==> src/rtl/rom_loader.sv <==
`default_nettype none
// ============================================================================
// Module      : rom_loader
// Description : Boot-time sequencer that drives an SPI byte engine to copy
//               cartridge ROM from SPI flash into program RAM. It issues a
//               flash READ (0x03 + 24-bit address), then streams LOAD_BYTES
//               bytes and writes each one to RAM. busy doubles as the CPU
//               halt request. load_count reports completed 256-byte pages.
// Optional    : ROM_LOADER_CHECKSUM_EN -- when defined, checksum is the 8-bit
//               modular sum of the bytes written during the current load.
//               When undefined, checksum is tied to 8'h00 and no adder is built.
// Ports       : raw_clk, reset (async, active-high)
//               start            - one-cycle pulse, starts a load when idle
//               busy/done/error  - status (done, error sticky until start)
//               spi_start, spi_data_tx, spi_data_rx, spi_busy,
//               spi_cs, spi_divisor - SPI engine / flash interface
//               mem_address, mem_data, mem_write_enable - RAM write port
//               load_count       - completed pages, saturating at 255
//               checksum         - see Optional above
// Revision    : 1.0 - initial release
// ============================================================================
module rom_loader #(
  parameter int          ADDR_WIDTH = 12,
  parameter int          LOAD_BYTES = 4096,
  parameter logic [23:0] FLASH_BASE = 24'h0,
  parameter logic [2:0]  SPI_DIV    = 3'd1,
  parameter int          TIMEOUT    = 1023
) (
  input  logic                  raw_clk,
  input  logic                  reset,
  input  logic                  start,
  output logic                  busy,
  output logic                  done,
  output logic                  error,
  output logic                  spi_start,
  output logic [7:0]            spi_data_tx,
  input  logic [7:0]            spi_data_rx,
  input  logic                  spi_busy,
  output logic                  spi_cs,
  output logic [2:0]            spi_divisor,
  output logic [ADDR_WIDTH-1:0] mem_address,
  output logic [7:0]            mem_data,
  output logic                  mem_write_enable,
  output logic [7:0]            load_count,
  output logic [7:0]            checksum
);

  // Byte counter needs at least 9 bits so bits [7:0] always exist for page detection.
  localparam int c_cnt_raw = $clog2(LOAD_BYTES + 1);
  localparam int c_cnt_w   = (c_cnt_raw > 9) ? c_cnt_raw : 9;
  // Timer is shared by the CS setup hold (needs to reach 2) and the spi_busy timeout.
  localparam int c_tmr_raw = $clog2(TIMEOUT + 1);
  localparam int c_tmr_w   = (c_tmr_raw > 2) ? c_tmr_raw : 2;

  localparam logic [c_cnt_w-1:0]    c_load_bytes   = c_cnt_w'(LOAD_BYTES);
  localparam logic [c_cnt_w-1:0]    c_cnt_one      = c_cnt_w'(1);
  localparam logic [c_tmr_w-1:0]    c_tmr_one      = c_tmr_w'(1);
  localparam logic [c_tmr_w-1:0]    c_tmr_cs_hold  = c_tmr_w'(2);
  localparam logic [c_tmr_w-1:0]    c_tmr_last     = c_tmr_w'(TIMEOUT - 1);
  localparam logic [ADDR_WIDTH-1:0] c_addr_one     = ADDR_WIDTH'(1);

  typedef enum logic [3:0] {
    S_IDLE    = 4'd0,
    S_CS_LOW  = 4'd1,
    S_CMD     = 4'd2,
    S_A2      = 4'd3,
    S_A1      = 4'd4,
    S_A0      = 4'd5,
    S_READ    = 4'd6,
    S_WRITE   = 4'd7,
    S_CS_HIGH = 4'd8,
    S_FAULT   = 4'd9
  } state_t;

  state_t                  state_q, state_d;
  logic                    phase_q, phase_d;   // 0: requesting spi_start, 1: waiting for spi_busy to fall
  logic [c_tmr_w-1:0]      tmr_q, tmr_d;
  logic [c_cnt_w-1:0]      cnt_q, cnt_d;
  logic                    busy_q, busy_d;
  logic                    done_q, done_d;
  logic                    error_q, error_d;
  logic                    spi_start_q, spi_start_d;
  logic [7:0]              spi_tx_q, spi_tx_d;
  logic                    spi_cs_q, spi_cs_d;
  logic [2:0]              spi_div_q, spi_div_d;
  logic [ADDR_WIDTH-1:0]   addr_q, addr_d;
  logic [7:0]              mem_data_q, mem_data_d;
  logic                    mem_we_q, mem_we_d;
  logic [7:0]              load_count_q, load_count_d;

  logic                    start_accept;
  logic                    rx_capture;
  logic [c_cnt_w-1:0]      cnt_next;

  assign start_accept = (state_q == S_IDLE) && start;
  // The received byte is valid in the cycle spi_busy is seen low after the READ transfer.
  assign rx_capture   = (state_q == S_READ) && phase_q && !spi_busy;
  assign cnt_next     = cnt_q + c_cnt_one;

  always_ff @(posedge raw_clk or posedge reset) begin
    if (reset) begin
      state_q      <= S_IDLE;
      phase_q      <= 1'b0;
      tmr_q        <= '0;
      cnt_q        <= '0;
      busy_q       <= 1'b0;
      done_q       <= 1'b0;
      error_q      <= 1'b0;
      spi_start_q  <= 1'b0;
      spi_tx_q     <= 8'h00;
      spi_cs_q     <= 1'b1;
      spi_div_q    <= 3'd0;
      addr_q       <= '0;
      mem_data_q   <= 8'h00;
      mem_we_q     <= 1'b0;
      load_count_q <= 8'h00;
    end else begin
      state_q      <= state_d;
      phase_q      <= phase_d;
      tmr_q        <= tmr_d;
      cnt_q        <= cnt_d;
      busy_q       <= busy_d;
      done_q       <= done_d;
      error_q      <= error_d;
      spi_start_q  <= spi_start_d;
      spi_tx_q     <= spi_tx_d;
      spi_cs_q     <= spi_cs_d;
      spi_div_q    <= spi_div_d;
      addr_q       <= addr_d;
      mem_data_q   <= mem_data_d;
      mem_we_q     <= mem_we_d;
      load_count_q <= load_count_d;
    end
  end

  always_comb begin
    state_d      = state_q;
    phase_d      = phase_q;
    tmr_d        = tmr_q;
    cnt_d        = cnt_q;
    busy_d       = busy_q;
    done_d       = done_q;
    error_d      = error_q;
    spi_start_d  = spi_start_q;
    spi_tx_d     = spi_tx_q;
    spi_cs_d     = spi_cs_q;
    spi_div_d    = spi_div_q;
    addr_d       = addr_q;
    mem_data_d   = mem_data_q;
    mem_we_d     = 1'b0;
    load_count_d = load_count_q;

    case (state_q)
      S_IDLE: begin
        if (start) begin
          state_d      = S_CS_LOW;
          busy_d       = 1'b1;
          done_d       = 1'b0;
          error_d      = 1'b0;
          cnt_d        = '0;
          addr_d       = '0;
          load_count_d = 8'h00;
          tmr_d        = '0;
        end
      end

      S_CS_LOW: begin
        spi_cs_d  = 1'b0;
        spi_div_d = SPI_DIV;
        // Two full cycles of chip select low before the command byte is requested.
        if (tmr_q == c_tmr_cs_hold) begin
          state_d     = S_CMD;
          spi_tx_d    = 8'h03;
          spi_start_d = 1'b1;
          phase_d     = 1'b0;
          tmr_d       = '0;
        end else begin
          tmr_d = tmr_q + c_tmr_one;
        end
      end

      S_CMD, S_A2, S_A1, S_A0, S_READ: begin
        if (!phase_q) begin
          if (spi_busy) begin
            spi_start_d = 1'b0;
            phase_d     = 1'b1;
          end else if (tmr_q == c_tmr_last) begin
            state_d = S_FAULT;
          end else begin
            tmr_d = tmr_q + c_tmr_one;
          end
        end else if (!spi_busy) begin
          phase_d = 1'b0;
          tmr_d   = '0;
          case (state_q)
            S_CMD: begin
              state_d     = S_A2;
              spi_tx_d    = FLASH_BASE[23:16];
              spi_start_d = 1'b1;
            end
            S_A2: begin
              state_d     = S_A1;
              spi_tx_d    = FLASH_BASE[15:8];
              spi_start_d = 1'b1;
            end
            S_A1: begin
              state_d     = S_A0;
              spi_tx_d    = FLASH_BASE[7:0];
              spi_start_d = 1'b1;
            end
            S_A0: begin
              state_d     = S_READ;
              spi_tx_d    = 8'h00;
              spi_start_d = 1'b1;
            end
            default: begin
              state_d    = S_WRITE;
              mem_data_d = spi_data_rx;
              mem_we_d   = 1'b1;
            end
          endcase
        end
      end

      S_WRITE: begin
        // mem_write_enable is high during this cycle with the current address.
        addr_d = addr_q + c_addr_one;
        cnt_d  = cnt_next;
        if ((cnt_next[7:0] == 8'h00) && (load_count_q != 8'hFF)) begin
          load_count_d = load_count_q + 8'd1;
        end
        if (cnt_next == c_load_bytes) begin
          state_d = S_CS_HIGH;
        end else begin
          state_d     = S_READ;
          spi_tx_d    = 8'h00;
          spi_start_d = 1'b1;
          phase_d     = 1'b0;
          tmr_d       = '0;
        end
      end

      S_CS_HIGH: begin
        spi_cs_d  = 1'b1;
        spi_div_d = 3'd0;
        busy_d    = 1'b0;
        done_d    = 1'b1;
        state_d   = S_IDLE;
      end

      S_FAULT: begin
        spi_cs_d    = 1'b1;
        spi_start_d = 1'b0;
        spi_div_d   = 3'd0;
        busy_d      = 1'b0;
        error_d     = 1'b1;
        state_d     = S_IDLE;
      end

      default: begin
        state_d = S_IDLE;
      end
    endcase
  end

`ifdef ROM_LOADER_CHECKSUM_EN
  logic [7:0] checksum_q, checksum_d;

  always_comb begin
    checksum_d = checksum_q;
    if (start_accept) begin
      checksum_d = 8'h00;
    end else if (rx_capture) begin
      checksum_d = checksum_q + spi_data_rx;
    end
  end

  always_ff @(posedge raw_clk or posedge reset) begin
    if (reset) begin
      checksum_q <= 8'h00;
    end else begin
      checksum_q <= checksum_d;
    end
  end

  assign checksum = checksum_q;
`else
  assign checksum = 8'h00;
`endif

  assign busy             = busy_q;
  assign done             = done_q;
  assign error            = error_q;
  assign spi_start        = spi_start_q;
  assign spi_data_tx      = spi_tx_q;
  assign spi_cs           = spi_cs_q;
  assign spi_divisor      = spi_div_q;
  assign mem_address      = addr_q;
  assign mem_data         = mem_data_q;
  assign mem_write_enable = mem_we_q;
  assign load_count       = load_count_q;

endmodule
`default_nettype wire

==> config.mk <==
export PLATFORM = sky130hd
export DESIGN_NAME = rom_loader
export DESIGN_NICKNAME = d
export VERILOG_FILES = /design/src/rtl/rom_loader.sv
export SDC_FILE = /design/constraint.sdc
export NUM_CORES = 1
export LEC_CHECK = 0
export ABC_AREA = 1
export BUFFER_PORTS_ARGS = -buffer_cell sky130_fd_sc_hd__buf_2
export CAP_MARGIN = 20
export CORE_MARGIN = 2
export CORE_UTILIZATION = 51
export CTS_BUF_LIST = sky130_fd_sc_hd__clkbuf_16
export DETAILED_ROUTE_END_ITERATION = 6
export PLACE_DENSITY_LB_ADDON = 0.08
export SLEW_MARGIN = 10
export SYNTH_ARGS = -nofsm -noshare
export SYNTH_HDL_FRONTEND = slang
export SYNTH_SLANG_ARGS = --single-unit
==> constraint.sdc <==
create_clock -name raw_clk -period 1.7 [get_ports raw_clk]
set_input_delay 0.17 -clock raw_clk [delete_from_list [all_inputs] [get_ports raw_clk]]
set_output_delay 0.17 -clock raw_clk [all_outputs]
set_load 0.1 [all_outputs]
==> impl_metrics.toml <==
[status]
status = "complete, but fails checks"
violations = "setup timing"

[cts]
cts_tree = "yes"
clk_path_buf_depth = 2
cts_root_buf = "clkbuf_16"
ctsHtreeMaxLevel = 3
clock_latency_ns = 0.33
clock-sinks = 64
cts_buffers = 9
clk_pin_slew_worst_paths_ns = 0.06

[die]
core_mm2 = 0.00721
io_pins = 65
rows = 31
chipHeight_um = 90.1
die_w_um = 90.1
start_util_pct = 52.4
die_area_mm2 = 0.00811

[logic_synthesis]
seq_area_frac_synth_pct = 42.4
postSynthAreaPerCell_um2 = 8.27
synthFlopType = "dfrtp_1"
ys_ff_latch = 64
synthCells = 457
syn_area_mm2 = 0.00378
synth-edff-count = 0
yosysWarnings = 0
synth_async_sr_flop_share_pct = 100
synth_cell_types = 39

[cells_and_area]
layout_common_cells = "nand2_1, inv_1, dfrtp_1, buf_2, buf_4"
syn2layout_area_growth_pct = 32.0
diodes = 0
final_common_cell = "nand2_1"
num-nets-final = 578
fin_cells = 665
drive_above_1_share_pct = 40.8

[sta]
hold_viol_final = 0
fin_tns_setup_ns = -1.16
layout_min_cycle_time_ns = 1.78
fmax_mhz = 560
fin_skew_ns = 0.00566
rsz0062_at_grt = "true"
final_max_slew_viol_count = 0
layout_setup_ws_ns = -0.0848
setup_viol = 20
layout_worst_path_cycle_share_pct = 105

[worst_setup_path]
worst_setup_path_start_kind = "flip-flop"
worst-path-max-fanout = 6
r2r_slack_ns = -0.08
end_kind = "flip-flop"
worstSetupPathType = "flip-flop to flip-flop"
required_ns = 1.92
critical_path_arrival_ns = 2.00

[power_and_ir_drop]
p_leak_nw = 2.37
pwr_density_cell_mw_per_mm2 = 1780
ir_drop_mv = 1.89
total_power_w = 0.00887

[job]
drv_cap = 0

[global_routing]
grt_pass1_wl_um = 14300
antenna_found_initial = 0
grt_pass1_vias = 3127
grt_overflow = 0
grt_max_degree = 65
grt_usage_pct = 21.4

[route]
drcViolationCount = 0
viasPerCell = 5.01
vias = 3330
post_drt_wl_per_cell_um = 12.8
drt-initial-drc-count = 131
drtAntennaViolNets = 0
dr.pass1.iters = 4
drt-total-wl_um = 8510

[place]
dp.cells = 636
place_congestion = 0.855
place_hpwl_um = 5860
port_buffers = 48

[worst_hold_path]
min_path_type = "input pin to flip-flop"
## per-stage QoR
step                      hold slack, ns  util [%]  cell area, um^2  setup WS, ns
after floorplan                    0.301         -             3920        -0.224
after global placement             0.290      61.6             4440       -0.0365
after detailed placement           0.299      61.6             4440        -0.108
after CTS                         0.0702      66.6             4810       -0.0845
after global routing              0.0810      69.1             4990        -0.196
final                             0.0778      69.1             4990       -0.0848
## cell usage after synthesis, types with 2 or more instances
master	count	area [um^2]
nand2_1	101	379
dfrtp_1	63	1580
inv_1	52	195
nor2_1	40	150
nand3_1	34	170
o21ai_0	18	90.1
buf_4	17	128
nand2_2	15	93.8
a21oi_1	12	60.1
o21ai_2	12	105
o22ai_1	10	62.6
xor2_1	9	78.8
mux2_2	8	90.1
nand3_2	7	70.1
nand4_1	6	37.5
nor2_4	6	67.6
ha_1	5	62.6
inv_2	5	18.8
nor3_1	5	25.0
buf_2	3	15.0
buf_6	3	33.8
nand3_4	3	52.6
nor2_2	3	18.8
a22o_1	2	17.5
a32o_1	2	20.0
nand2_4	2	22.5
or2_2	2	12.5
## per-layer routing
layer  routed length (um)  vias to the layer above  global-route usage, %
li1                     -                     1666                      -
met1                 3870                     1604                   28.5
met2                 4340                       52                   35.5
met3                  180                        8                   2.85
met4                  119                        0                   8.72
met5                    0                        -                      0
## state kept, by name, indices dropped and copies added, names as in the netlist
name              count
cnt_q                13
busy                  1
spi_cs                1
mem_data              8
phase_q               1
spi_start             1
done                  1
mem_address          12
error                 1
spi_data_tx           1
spi_divisor           1
tmr_q                10
load_count            8
mem_write_enable      1
state_q               4
## power by group
part           internal, W  switching (W)
Sequential         0.00183       0.000233
Combinational      0.00167        0.00335
Clock              0.00112       0.000673
## cell type report
cell class | count | area [um^2]
clock inverters | 7 | 62.6
well taps | 99 | 124
multi-input cells | 327 | 2000
flip-flops and latches | 64 | 1620
fillers | 597 | 2230
clock buffers | 9 | 225
repair buffers | 102 | 738
inverters | 57 | 220
## timing repair
item                                   CTS  global route
setup buffers                            3             8
resized for setup                        8            29
pin swaps                                2             9
gates cloned                             0             1
setup endpoints to repair               47            54
hold buffers                             1             0
endpoints found under the hold margin   63             0
## worst paths after layout
check / cells after the start / start / end
min reg2reg: 2 / spi_start / spi_start
min in group asynchronous: 4 / reset / tmr_q[1]
min: 2 / spi_data_rx[6] / mem_data[6]
max in group asynchronous: 4 / reset / spi_cs
max reg2reg: 11 / cnt_q[1] / load_count[6]
max: 11 / cnt_q[1] / load_count[6]
## kinds of logic after synthesis
kind of cell	synth area share, %
AO/OA/AOI/OAI	10.4
multiplexers	2.38
flip-flops	42.4
AND/OR/NAND/NOR	30.0
buffers and inverters	11.0
other	0.0992
adder cells (fa/ha/maj)	1.66
XOR/XNOR	2.09
## worst max-delay path, cell delays in order (launching register included)
cell and delay [ns]:
dfrtp_1 0.41, buf_4 0.14, nand2_1 0.08, nor2_4 0.15
nand3_2 0.10, nand2_2 0.11, nand3_4 0.08, nor2_4 0.16
nand3_4 0.16, buf_6 0.16, nand3_1 0.07, nand2_1 0.06
Note: power is estimated with default switching activity, not from simulation.
